## src/rtl/dmac_cfg_regbank.sv

```systemverilog
// dmac_cfg_regbank: DMA config registers with byte strobes, start pulses, W1C interrupts and error flagging
module dmac_cfg_regbank #(
    parameter int          NUM_CH  = 4,
    parameter int          ADDR_W  = 12,
    parameter logic [31:0] VERSION = 32'h0001_0000
) (
    input  logic                 clk,
    input  logic                 rst_n,
    input  logic                 wren_i,
    input  logic                 rden_i,
    input  logic [ADDR_W-1:0]    addr_i,
    input  logic [31:0]          wdata_i,
    input  logic [3:0]           wstrb_i,
    output logic [31:0]          rdata_o,
    output logic                 rvalid_o,
    output logic                 err_o,
    output logic [NUM_CH*32-1:0] src_addr_o,
    output logic [NUM_CH*32-1:0] dst_addr_o,
    output logic [NUM_CH*16-1:0] byte_len_o,
    output logic [NUM_CH-1:0]    start_o,
    input  logic [NUM_CH-1:0]    busy_i,
    input  logic [NUM_CH-1:0]    done_i,
    output logic                 irq_o
);
    logic [31:0] src_q [NUM_CH];
    logic [31:0] dst_q [NUM_CH];
    logic [15:0] len_q [NUM_CH];
    logic [NUM_CH-1:0] ist_q, ien_q, start_q;
    logic [31:0] rdata_q, mask, wm, rd_val;
    logic rvalid_q, err_q;
    logic [3:0] ch;
    logic [1:0] sel;
    logic is_ver, is_ist, is_ien, ch_hit, busy_sel, cmd_go, wr_err, rd_err;
    logic unused_addr;
    assign unused_addr = ^addr_i[1:0];
    assign mask   = {{8{wstrb_i[3]}}, {8{wstrb_i[2]}}, {8{wstrb_i[1]}}, {8{wstrb_i[0]}}};
    assign wm     = wdata_i & mask;
    assign ch     = addr_i[7:4];
    assign sel    = addr_i[3:2];
    assign is_ver = addr_i[ADDR_W-1:2] == (ADDR_W-2)'(0);
    assign is_ist = addr_i[ADDR_W-1:2] == (ADDR_W-2)'(1);
    assign is_ien = addr_i[ADDR_W-1:2] == (ADDR_W-2)'(2);
    assign ch_hit = addr_i[ADDR_W-1:8] == (ADDR_W-8)'(1) && {1'b0, ch} < 5'(NUM_CH);
    assign cmd_go = wren_i && ch_hit && sel == 2'd3 && wstrb_i[0] && wdata_i[0];
    assign wr_err = wren_i && (!(is_ist || is_ien || ch_hit) || (cmd_go && busy_sel));
    assign rd_err = rden_i && !(is_ver || is_ist || is_ien || ch_hit);
    always_comb begin
        rd_val   = '0;
        busy_sel = 1'b0;
        for (int c = 0; c < NUM_CH; c++)
            if (ch == 4'(c)) begin
                busy_sel = busy_i[c];
                rd_val   = sel == 2'd0 ? src_q[c] : sel == 2'd1 ? dst_q[c] :
                           sel == 2'd2 ? 32'(len_q[c]) : 32'(busy_i[c]);
            end
        if (!ch_hit)
            rd_val = is_ver ? VERSION : is_ist ? 32'(ist_q) : is_ien ? 32'(ien_q) : '0;
    end
    always_ff @(posedge clk) begin
        if (!rst_n) begin
            for (int c = 0; c < NUM_CH; c++) begin
                src_q[c] <= '0;
                dst_q[c] <= '0;
                len_q[c] <= '0;
            end
            ist_q    <= '0;
            ien_q    <= '0;
            start_q  <= '0;
            rdata_q  <= '0;
            rvalid_q <= 1'b0;
            err_q    <= 1'b0;
        end else begin
            // done_i is OR-ed in after the clear so a same-cycle completion wins
            ist_q <= (ist_q & ~((wren_i && is_ist) ? wm[NUM_CH-1:0] : '0)) | done_i;
            if (wren_i && is_ien)
                ien_q <= (ien_q & ~mask[NUM_CH-1:0]) | wm[NUM_CH-1:0];
            for (int c = 0; c < NUM_CH; c++) begin
                if (wren_i && ch_hit && ch == 4'(c)) begin
                    if (sel == 2'd0) src_q[c] <= (src_q[c] & ~mask) | wm;
                    if (sel == 2'd1) dst_q[c] <= (dst_q[c] & ~mask) | wm;
                    if (sel == 2'd2) len_q[c] <= (len_q[c] & ~mask[15:0]) | wm[15:0];
                end
                start_q[c] <= cmd_go && !busy_i[c] && ch == 4'(c);
            end
            rvalid_q <= rden_i;
            err_q    <= wr_err || rd_err;
            if (rden_i)
                rdata_q <= rd_val;
        end
    end
    for (genvar g = 0; g < NUM_CH; g++) begin : g_ch
        assign src_addr_o[32*g +: 32] = src_q[g];
        assign dst_addr_o[32*g +: 32] = dst_q[g];
        assign byte_len_o[16*g +: 16] = len_q[g];
    end
    assign start_o  = start_q;
    assign rdata_o  = rdata_q;
    assign rvalid_o = rvalid_q;
    assign err_o    = err_q;
    assign irq_o    = |(ist_q & ien_q);
endmodule

```

## config.mk

```make
export PLATFORM = sky130hd
export DESIGN_NAME = dmac_cfg_regbank
export DESIGN_NICKNAME = d
export VERILOG_FILES = /design/src/rtl/dmac_cfg_regbank.sv
export SDC_FILE = /design/constraint.sdc
export NUM_CORES = 1
export LEC_CHECK = 0
export BUFFER_PORTS_ARGS = -buffer_cell sky130_fd_sc_hd__buf_4
export CELL_PAD_IN_SITES_DETAIL_PLACEMENT = 1
export CELL_PAD_IN_SITES_GLOBAL_PLACEMENT = 1
export CORE_MARGIN = 1.5
export CORE_UTILIZATION = 40
export DETAILED_ROUTE_END_ITERATION = 16
export GPL_TIMING_DRIVEN = 0
export PLACE_DENSITY = 0.78
export SLEW_MARGIN = 20
export SYNTH_ARGS = -nofsm -noshare
export SYNTH_HDL_FRONTEND = slang
export SYNTH_SLANG_ARGS = --single-unit
```

## constraint.sdc

```tcl
create_clock -name clk -period 5.1 [get_ports clk]
set_clock_uncertainty 0.05 [all_clocks]
set_input_delay 0.255 -clock clk [delete_from_list [all_inputs] [get_ports clk]]
set_output_delay 0.255 -clock clk [all_outputs]
set_load 0.03 [all_outputs]
```

==> results of run 1 <==
synth_stat cells, drive strengths merged (9+ instances only):
cell type,number,area (µm²)
a21oi,360,1800
nand2b,324,2030
edfxtp,320,9610
clkbuf,115,432
nand2,98,368
mux2i,77,771
o21ai,52,260
dfxtp,46,921
mux2,27,304
a221oi,22,193
buf,22,121
nand3,19,95.1
mux4,17,383
o211ai,15,113
o22ai,12,75.1
o41ai,10,87.6
a22oi,9,67.6
where the power goes:
part	switching (mW)	internal [mW]	total, mW
combinational	0.660	0.343	1.00
sequential	0.106	3.34	3.45
clock	1.30	1.96	3.27
layout by cell type, fill, tap and decap left out, types with 3 or more instances in the layout:
cell                            synthesis  layout
sky130_fd_sc_hd__mux4_2                17      17
sky130_fd_sc_hd__dlygate4sd3_1          0      14
sky130_fd_sc_hd__o211ai_1              15      15
sky130_fd_sc_hd__dfxtp_1               46      46
sky130_fd_sc_hd__o21bai_1               5       5
sky130_fd_sc_hd__nand3_1               19      19
sky130_fd_sc_hd__clkbuf_16              0      45
sky130_fd_sc_hd__a22oi_1                9       9
sky130_fd_sc_hd__a21oi_1              360     360
sky130_fd_sc_hd__nor3b_1                3       3
sky130_fd_sc_hd__mux2_2                27      27
sky130_fd_sc_hd__or4_1                  4       4
sky130_fd_sc_hd__clkbuf_8               0       7
sky130_fd_sc_hd__edfxtp_1             320     320
sky130_fd_sc_hd__nor2b_1                7       7
sky130_fd_sc_hd__a221oi_1              22      22
sky130_fd_sc_hd__o21ai_4                0      10
sky130_fd_sc_hd__buf_16                 0      14
sky130_fd_sc_hd__buf_2                 16      16
sky130_fd_sc_hd__and2_1                 3       3
sky130_fd_sc_hd__o21a_1                 8       8
sky130_fd_sc_hd__nor2_1                 8       8
sky130_fd_sc_hd__a22o_1                 6       6
sky130_fd_sc_hd__nor3_1                 7       7
sky130_fd_sc_hd__o22ai_1               12      12
sky130_fd_sc_hd__nand2_1               98      98
sky130_fd_sc_hd__clkbuf_1             115     125
sky130_fd_sc_hd__buf_4                  5     416
sky130_fd_sc_hd__o2bb2ai_1              4       4
sky130_fd_sc_hd__o41ai_1               10      10
sky130_fd_sc_hd__bufinv_16              0       5
sky130_fd_sc_hd__o21ai_0               52      40
sky130_fd_sc_hd__nand2b_1             324     324
sky130_fd_sc_hd__clkinv_1               0       8
sky130_fd_sc_hd__mux2i_1               77      77
routing by layer:
metal	vias to the layer above	share of wire, %	wire (µm)
met2	1209	46	39500
li1	6982	-	-
met1	8600	39	33600
met5	-	0	0
met4	0	5.8	5020
met3	292	9.7	8360
how the worst max path moves through the flow:
stage	from	to	depth (start not counted)
floorplan	addr_i[7]	dst_q[3][0]	5
global placement	addr_i[7]	src_q[3][8]	6
detailed placement	addr_i[7]	dst_q[3][11]	7
CTS	addr_i[7]	dst_q[3][13]	7
global route	addr_i[7]	dst_q[3][15]	7
finish	addr_i[7]	dst_q[3][13]	7
cell type report:
| type | count | share of cell area (%) |
|---|---|---|
| Clock inverter | 16 | 0.816 |
| Multi-Input combinational cell | 1120 | 29.9 |
| Clock buffer | 62 | 5.20 |
| Tap cell | 592 | 3.06 |
| Buffer | 137 | 2.28 |
| Antenna cell | 2 | 0.0207 |
| Sequential cell | 366 | 43.5 |
| Inverter | 2 | 0.0310 |
| Timing Repair Buffer | 444 | 15.2 |
registers in the layout (all words and copies together), names as in the netlist, named ones only:
| signal | cells |
|---|---|
| dst_q | 128 |
| src_q | 128 |
| len_q | 64 |
| rdata_o | 32 |
| ist_q | 4 |
| start_o | 4 |
| err_o | 1 |
| rvalid_o | 1 |
critical path: cells and delay by family:
kind	cells	cell delay, ps
AND/OR/NAND/NOR	3	1460
AO/OA/AOI/OAI	1	600
buffers and inverters	3	820
metrics by stage:
step / hold slack (ps) / util, % / area [µm²] / power (mW) / setup TNS [ps]
CTS: 1.20 / 54.4 / 24200 / 7.70 / 0
global placement: 387 / 49.5 / 22000 / 4.42 / -579650
detailed placement: 398 / 50.8 / 22600 / 4.48 / 0
global route: 35.5 / 54.4 / 24200 / 7.86 / 0
finish: 24.9 / 54.4 / 24200 / 7.72 / 0
floorplan: 281 / - / 18200 / 3.99 / 0
kinds of logic (layout without fill, tap and decap cells):
logic type             count (synthesis)  in the layout  synth area share (%)
DFF                                  366            366                  57.9
and+or+nand+nor                      484            484                  15.2
AOI/OAI and AO/OA                    515            515                  15.8
buffers and inverters                139            661                  3.08
muxes                                121            121                  8.01
other                                  0              2                     0
timing repair:
action | CTS | global route
gates resized for setup | 0 | 0
hold endpoints to repair | 14 | 0
hold buffers | 14 | 0
setup endpoints to repair | 0 | 0
==> out/results.md, run 1 <==
| Item | This run | Unit |
|---|---|---|
| TritonCTS clock tree | built | - |
| Worst rel slew slack | 25.6 | % |
| Pin count of the biggest net entering global routing | 18 | - |
| Global-route wire length before repair | 123,000 | µm |
| Worst hold start | wdata_i[13] | - |
| Area growth from synthesis to layout | 33.0 | % |
| Number of global-route vias before repair | 17,300 | - |
| Routed wire length | 86,500 | µm |
| Floorplan die height | 216 | µm |
| Initial Util | 40.9 | % |
| FFs w/ async S/R, synth | 0 | % |
| Number of cells on the worst hold path | 3 | - |
| Crit start category | input pin | - |
| Initial DRC Count | 2,012 | - |
| Sum of net half-perimeters after detailed placement | 61,600 | µm |
| X dimension of the die | 216 | µm |
| Final instance count without filler cells | 2,741 | - |
| Number of synthesized flops with an enable pin | 320 | - |
| R2R cell count | 4 | - |
| Number of vias after detailed routing | 17,100 | - |
| Synth Flop Type | sky130_fd_sc_hd__edfxtp_1 | - |
| Fraction of met1 tracks used by global routing | 48.1 | % |
| Synthesized cell area | 18,200 | µm² |
| CTS buffer count | 43 | - |
| Total routing resource utilization after global routing | 36.2 | % |
| CTS clk-pin slew, worst paths | 60 | ps |
| Worst-path cell with the longest stage delay | sky130_fd_sc_hd__nor3b_1 | - |
| Dpl cells | 2,647 | - |
| Maximum level of the CTS H-tree | 2 | - |
| DIE AREA | 46,800 | µm² |
| Unrepaired setup endpoints after global routing | no | - |
| Yosys cell types | 50 | - |
| Worst-skew pair later-pin latency | 580 | ps |
| Post-CTS setup buffer count | 0 | - |
| Number of storage elements in the synthesis netlist | 366 | - |
| Initial antenna violation count | 1 | - |
| Finish-stage setup viols | 0 | - |
| Highest net fanout along the worst path | 15 | - |
| Final Wtd Congestion | 0.908 | - |
| Number of rows in the core area | 77 | - |
| Clock Tree Root | sky130_fd_sc_hd__clkbuf_16 | - |
| Crit-path max cell delay | 860 | ps |
| Gate Count Post-Synth | 1,625 | - |
| Congestion Overflow GR | 0 | - |
| Final routed wire length divided by cell count | 31.6 | µm |
| Highest achievable clock rate | 338 | MHz |
| Maximum Capacitance Violations | 0 | - |
| Fraction of the cycle the final worst path needs | 58.1 | % |
| Pins Over Slew Limit | 0 | - |
| Mapped Nets | 1,685 | - |
| Cell breakdown of the critical path | buf_4 > nor3b_1 > and2_1 > clkbuf_1 > nand3_1 > o21ai_4 > buf_12 | - |
| Result of the run | completed | - |
| Share of final-layout standard cells stronger than drive strength 1 | 26.6 | % |
| Required time reported for the critical path endpoint | 5320 | ps |
| Area occupied by multi-input gates | 7230 | µm² |
| Pin slew with the least headroom to its limit | 1120 | ps |
| Slack of the worst reg-to-reg path | 2960 | ps |
| DRC violation count after routing | 0 | - |
| Min-delay worst type | in -> reg | - |
| Buffers added on ports | 411 | - |
| Core Footprint | 44,500 | µm² |
| Average via count per standard cell | 6.23 | - |
| Synth warn | 0 | - |
| Count of nets after finishing | 2,174 | - |
| Area occupied by registers | 10,500 | µm² |
| Met3 Resource Use GR | 7.12 | % |
| LEAKAGE | 9.13 | nW |
| Final count of hold timing violations | 0 | - |
| GR Util met2 | 56.5 | % |
| Kind of end point of the critical path | flop | - |
| Startpoint of the worst register-to-register path | src_q[2][16] | - |
| Total of fill cells in the finished design | 4,829 | - |
| Critical R2R Capture | rdata_o[16] | - |
| Hold Path Sink | dst_q[0][13] | - |
| Minimum clock period after layout | 2960 | ps |
| Data arrival, critical path | 3180 | ps |
| Fraction of the yosys area taken by sequential cells | 57.9 | % |
| Ports placed on the boundary | 419 | - |
| Slack of the critical path | 2140 | ps |
| Most used routing layer | met2 | - |
| Number of clock sinks | 366 | - |
| Number of routed nets with antenna violations | 0 | - |
| Pre-CTS WS | 1650 | ps |
| Classification of the worst setup path | in -> reg | - |
| Pwr dens | 319 | nW/µm² |
| Post-synthesis average cell area | 11.2 | µm² |
| Maximum number of buffers from clock root to sink | 3 | - |
| Maximum vdd ir drop | 0.226 | mV |
| Number of detailed-routing iterations run before antenna repair | 5 | - |
Note: power is estimated with default switching activity, not from simulation.
==> run 2, diff against run 1 <==
clock period = 2.9 ns   (was 5.1 ns; I/O delays follow)
==> run 2 against run 1 <==
Against the previous run: first-iteration DRC count increased by 11%; critical endpoint is now src_q[2][21]; wire length is 0.39% higher; sequential share of layout area down 0.14 points; design area increased by 0.33%; count of clock-buffer cells in the layout is 8 lower.
==> out/results.md, run 2 (synthesis gave the netlist of run 1 again) <==
| Item | This run | Unit | Change |
|---|---|---|---|
| Result of the run | completed | - | unchanged |
| Initial Util | 40.9 | % | unchanged |
| Number of clock sinks | 366 | - | unchanged |
| Total of fill cells in the finished design | 4,804 | - | was 4,829 |
| Total routing resource utilization after global routing | 36.3 | % | was 36.2% |
| X dimension of the die | 216 | µm | unchanged |
| Post-CTS setup buffer count | 0 | - | unchanged |
| Kind of end point of the critical path | flop | - | unchanged |
| Final instance count without filler cells | 2,759 | - | was 2,741 |
| Crit start category | input pin | - | unchanged |
| Switching Share | 27.7 | % | was 26.8% |
| Maximum Capacitance Violations | 0 | - | unchanged |
| Congestion Overflow GR | 0 | - | unchanged |
| Finish-stage setup viols | 0 | - | unchanged |
| Sum of net half-perimeters after detailed placement | 62,600 | µm | was 61,600 µm |
| Commonest cells after routing, fill and taps aside | 416 x sky130_fd_sc_hd__buf_4, 360 x sky130_fd_sc_hd__a21oi_1, 324 x sky130_fd_sc_hd__nand2b_1 | - | unchanged |
| Pint | 9.56 | mW | was 5.65 mW |
| Post-Route Utilization | 54.6 | % | was 54.4% |
| Ports placed on the boundary | 419 | - | unchanged |
| Worst-skew pair later-pin latency | 580 | ps | about the same |
| Floorplan die height | 216 | µm | unchanged |
| Count of nets after finishing | 2,192 | - | was 2,174 |
| Share of final-layout standard cells stronger than drive strength 1 | 26.7 | % | was 26.6% |
| Final Instance Area | 24,300 | µm² | was 24,200 µm² |
| Number of routed nets with antenna violations | 0 | - | unchanged |
| Initial antenna violation count | 3 | - | was 1 |
| Number of vias after detailed routing | 17,100 | - | about the same |
| CTS clk-pin slew, worst paths | 60 | ps | about the same |
| Largest registers in the final layout | dst_q: 128 flops, src_q: 128 flops, len_q: 64 flops | - | unchanged |
| Dpl cells | 2,649 | - | was 2,647 |
| Clock share of power | 40.7 | % | was 42.3% |
| Average via count per standard cell | 6.20 | - | was 6.23 |
| Global-route wire length before repair | 123,000 | µm | about the same |
| Pwr dens | 545 | nW/µm² | was 319 nW/µm² |
| DIE AREA | 46,800 | µm² | unchanged |
| Final count of hold timing violations | 0 | - | unchanged |
| CTS buffer count | 42 | - | was 43 |
| TritonCTS clock tree | built | - | unchanged |
| Worst rel slew slack | 30.7 | % | was 25.6% |
| Classification of the worst setup path | in -> reg | - | unchanged |
| Final Wtd Congestion | 0.909 | - | was 0.908 |
| Number of detailed-routing iterations run before antenna repair | 7 | - | was 5 |
| Net Switching | 3.67 | mW | was 2.07 mW |
| Area after detailed placement | 22,600 | µm² | about the same |
| Maximum vdd ir drop | 0.409 | mV | was 0.226 mV |
| Data arrival, critical path | 2970 | ps | was 3180 ps |
| Pin count of the biggest net entering global routing | 17 | - | was 18 |
| Number of global-route vias before repair | 17,400 | - | was 17,300 |
| Unrepaired setup endpoints after global routing | no | - | unchanged |
| Highest achievable clock rate | 365 | MHz |  |
| Maximum level of the CTS H-tree | 2 | - | unchanged |
| Initial DRC Count | 2,239 | - | was 2,012 |
| Number of rows in the core area | 77 | - | unchanged |
| Final routed wire length divided by cell count | 31.5 | µm | was 31.6 µm |
| Sequential share of power | 45.8 | % | was 44.7% |
| Combinational share of power | 13.5 | % | was 13.0% |
| Routed wire length | 86,800 | µm | was 86,500 µm |
| Clock Tree Root | sky130_fd_sc_hd__clkbuf_16 | - | unchanged |
| Maximum number of buffers from clock root to sink | 3 | - | unchanged |
| Most frequent standard cell in the layout excluding fill and tap cells | sky130_fd_sc_hd__buf_4 | - | unchanged |
| Buffers added on ports | 411 | - | unchanged |
| LEAKAGE | 9.17 | nW | was 9.13 nW |
| Min-delay worst type | in -> reg | - | unchanged |
| DRC violation count after routing | 0 | - | unchanged |
| Hold Worst Slack | 51.4 | ps | was 24.9 ps |
| Area growth from synthesis to layout | 33.5 | % | was 33.0% |
| Required time reported for the critical path endpoint | 3130 | ps | was 5320 ps |
| Highest net fanout along the worst path | 12 | - | was 15 |
| Pins Over Slew Limit | 0 | - | unchanged |
| Core Footprint | 44,500 | µm² | unchanged |
| Minimum clock period after layout | 2740 | ps |  |
| Pin slew with the least headroom to its limit | 1040 | ps | was 1120 ps |
| Fraction of the cycle the final worst path needs | 94.5 | % |  |
-- run 2: changes by cell type in the layout (fill, tap and decap cells not counted), sizes merged --
cell         before  now
clkbuf          177  169
bufinv            5    2
clkinv           10   19
dlygate4sd3      14   31
clkinvlp          1    2
buf             452  454
-- run 2: critical path, cell delays in order --
cell,delay (ps)
sky130_fd_sc_hd__buf_4,110
sky130_fd_sc_hd__clkbuf_1,500
sky130_fd_sc_hd__nand2_1,470
sky130_fd_sc_hd__nor2_1,360
sky130_fd_sc_hd__nand3_1,280
sky130_fd_sc_hd__o21ai_4,670
sky130_fd_sc_hd__buf_16,240
sky130_fd_sc_hd__buf_8,170
-- run 2: power groups by stage --
stage	combinational, mW	clock, mW	sequential, mW
6_report	1.78	5.38	6.07
2_1_floorplan	0.580	0	6.43
4_1_cts	1.75	5.39	6.06
3_5_place_dp	1.71	0	6.17
3_3_place_gp	1.59	0	6.18
5_1_grt	1.84	5.57	6.08
-- run 2: area by class of cell --
cell class                 instances  area [µm²]  area share (%)
timing repair buffer             463        3880            16.0
clock inverter                    23         159           0.654
clock buffer                      54        1190            4.90
antenna                            2        5.00          0.0206
tap                              592         741            3.05
sequential                       366       10500            43.4
multi-input combinational       1120        7230            29.8
buffer                           137         553            2.28
inverter                           2        7.51          0.0309
-- run 2: metal layers --
layer	vias up	routed length [µm]	global-route usage [%]
li1	7033	-	-
met1	8632	33500	47.5
met2	1179	39700	56.6
met3	258	8580	7.52
met4	0	5070	19.7
met5	-	0	0
-- run 2: per-stage QoR --
| stage | power [mW] | setup TNS [ps] | setup WS, ps |
|---|---|---|---|
| 2_1_floorplan | 7.01 | 0 | 47.2 |
| 3_3_place_gp | 7.77 | -645730 | -2600 |
| 3_5_place_dp | 7.88 | -44930 | -437 |
| 4_1_cts | 13.2 | 0 | 159 |
| 5_1_grt | 13.5 | 0 | 67.5 |
| 6_report | 13.2 | 0 | 160 |
-- run 2: path summary, 6_finish.rpt --
path / endpoint / slack [ps] / start / cells after the start
setup / recovery: src_q[2][21] / 160 / addr_i[5] / 8
hold / removal: err_o / 50 / wren_i / 3
setup reg to reg: rdata_o[16] / 610 / dst_q[0][16] / 5
hold reg to reg: rdata_o[31] / 410 / rdata_o[31] / 2
-- run 2: what timing repair did --
action	4_1_cts	5_1_grt
endpoints found under the hold margin	43	0
gates resized for setup	0	1
endpoints found under the setup margin	0	11
hold buffers	31	0
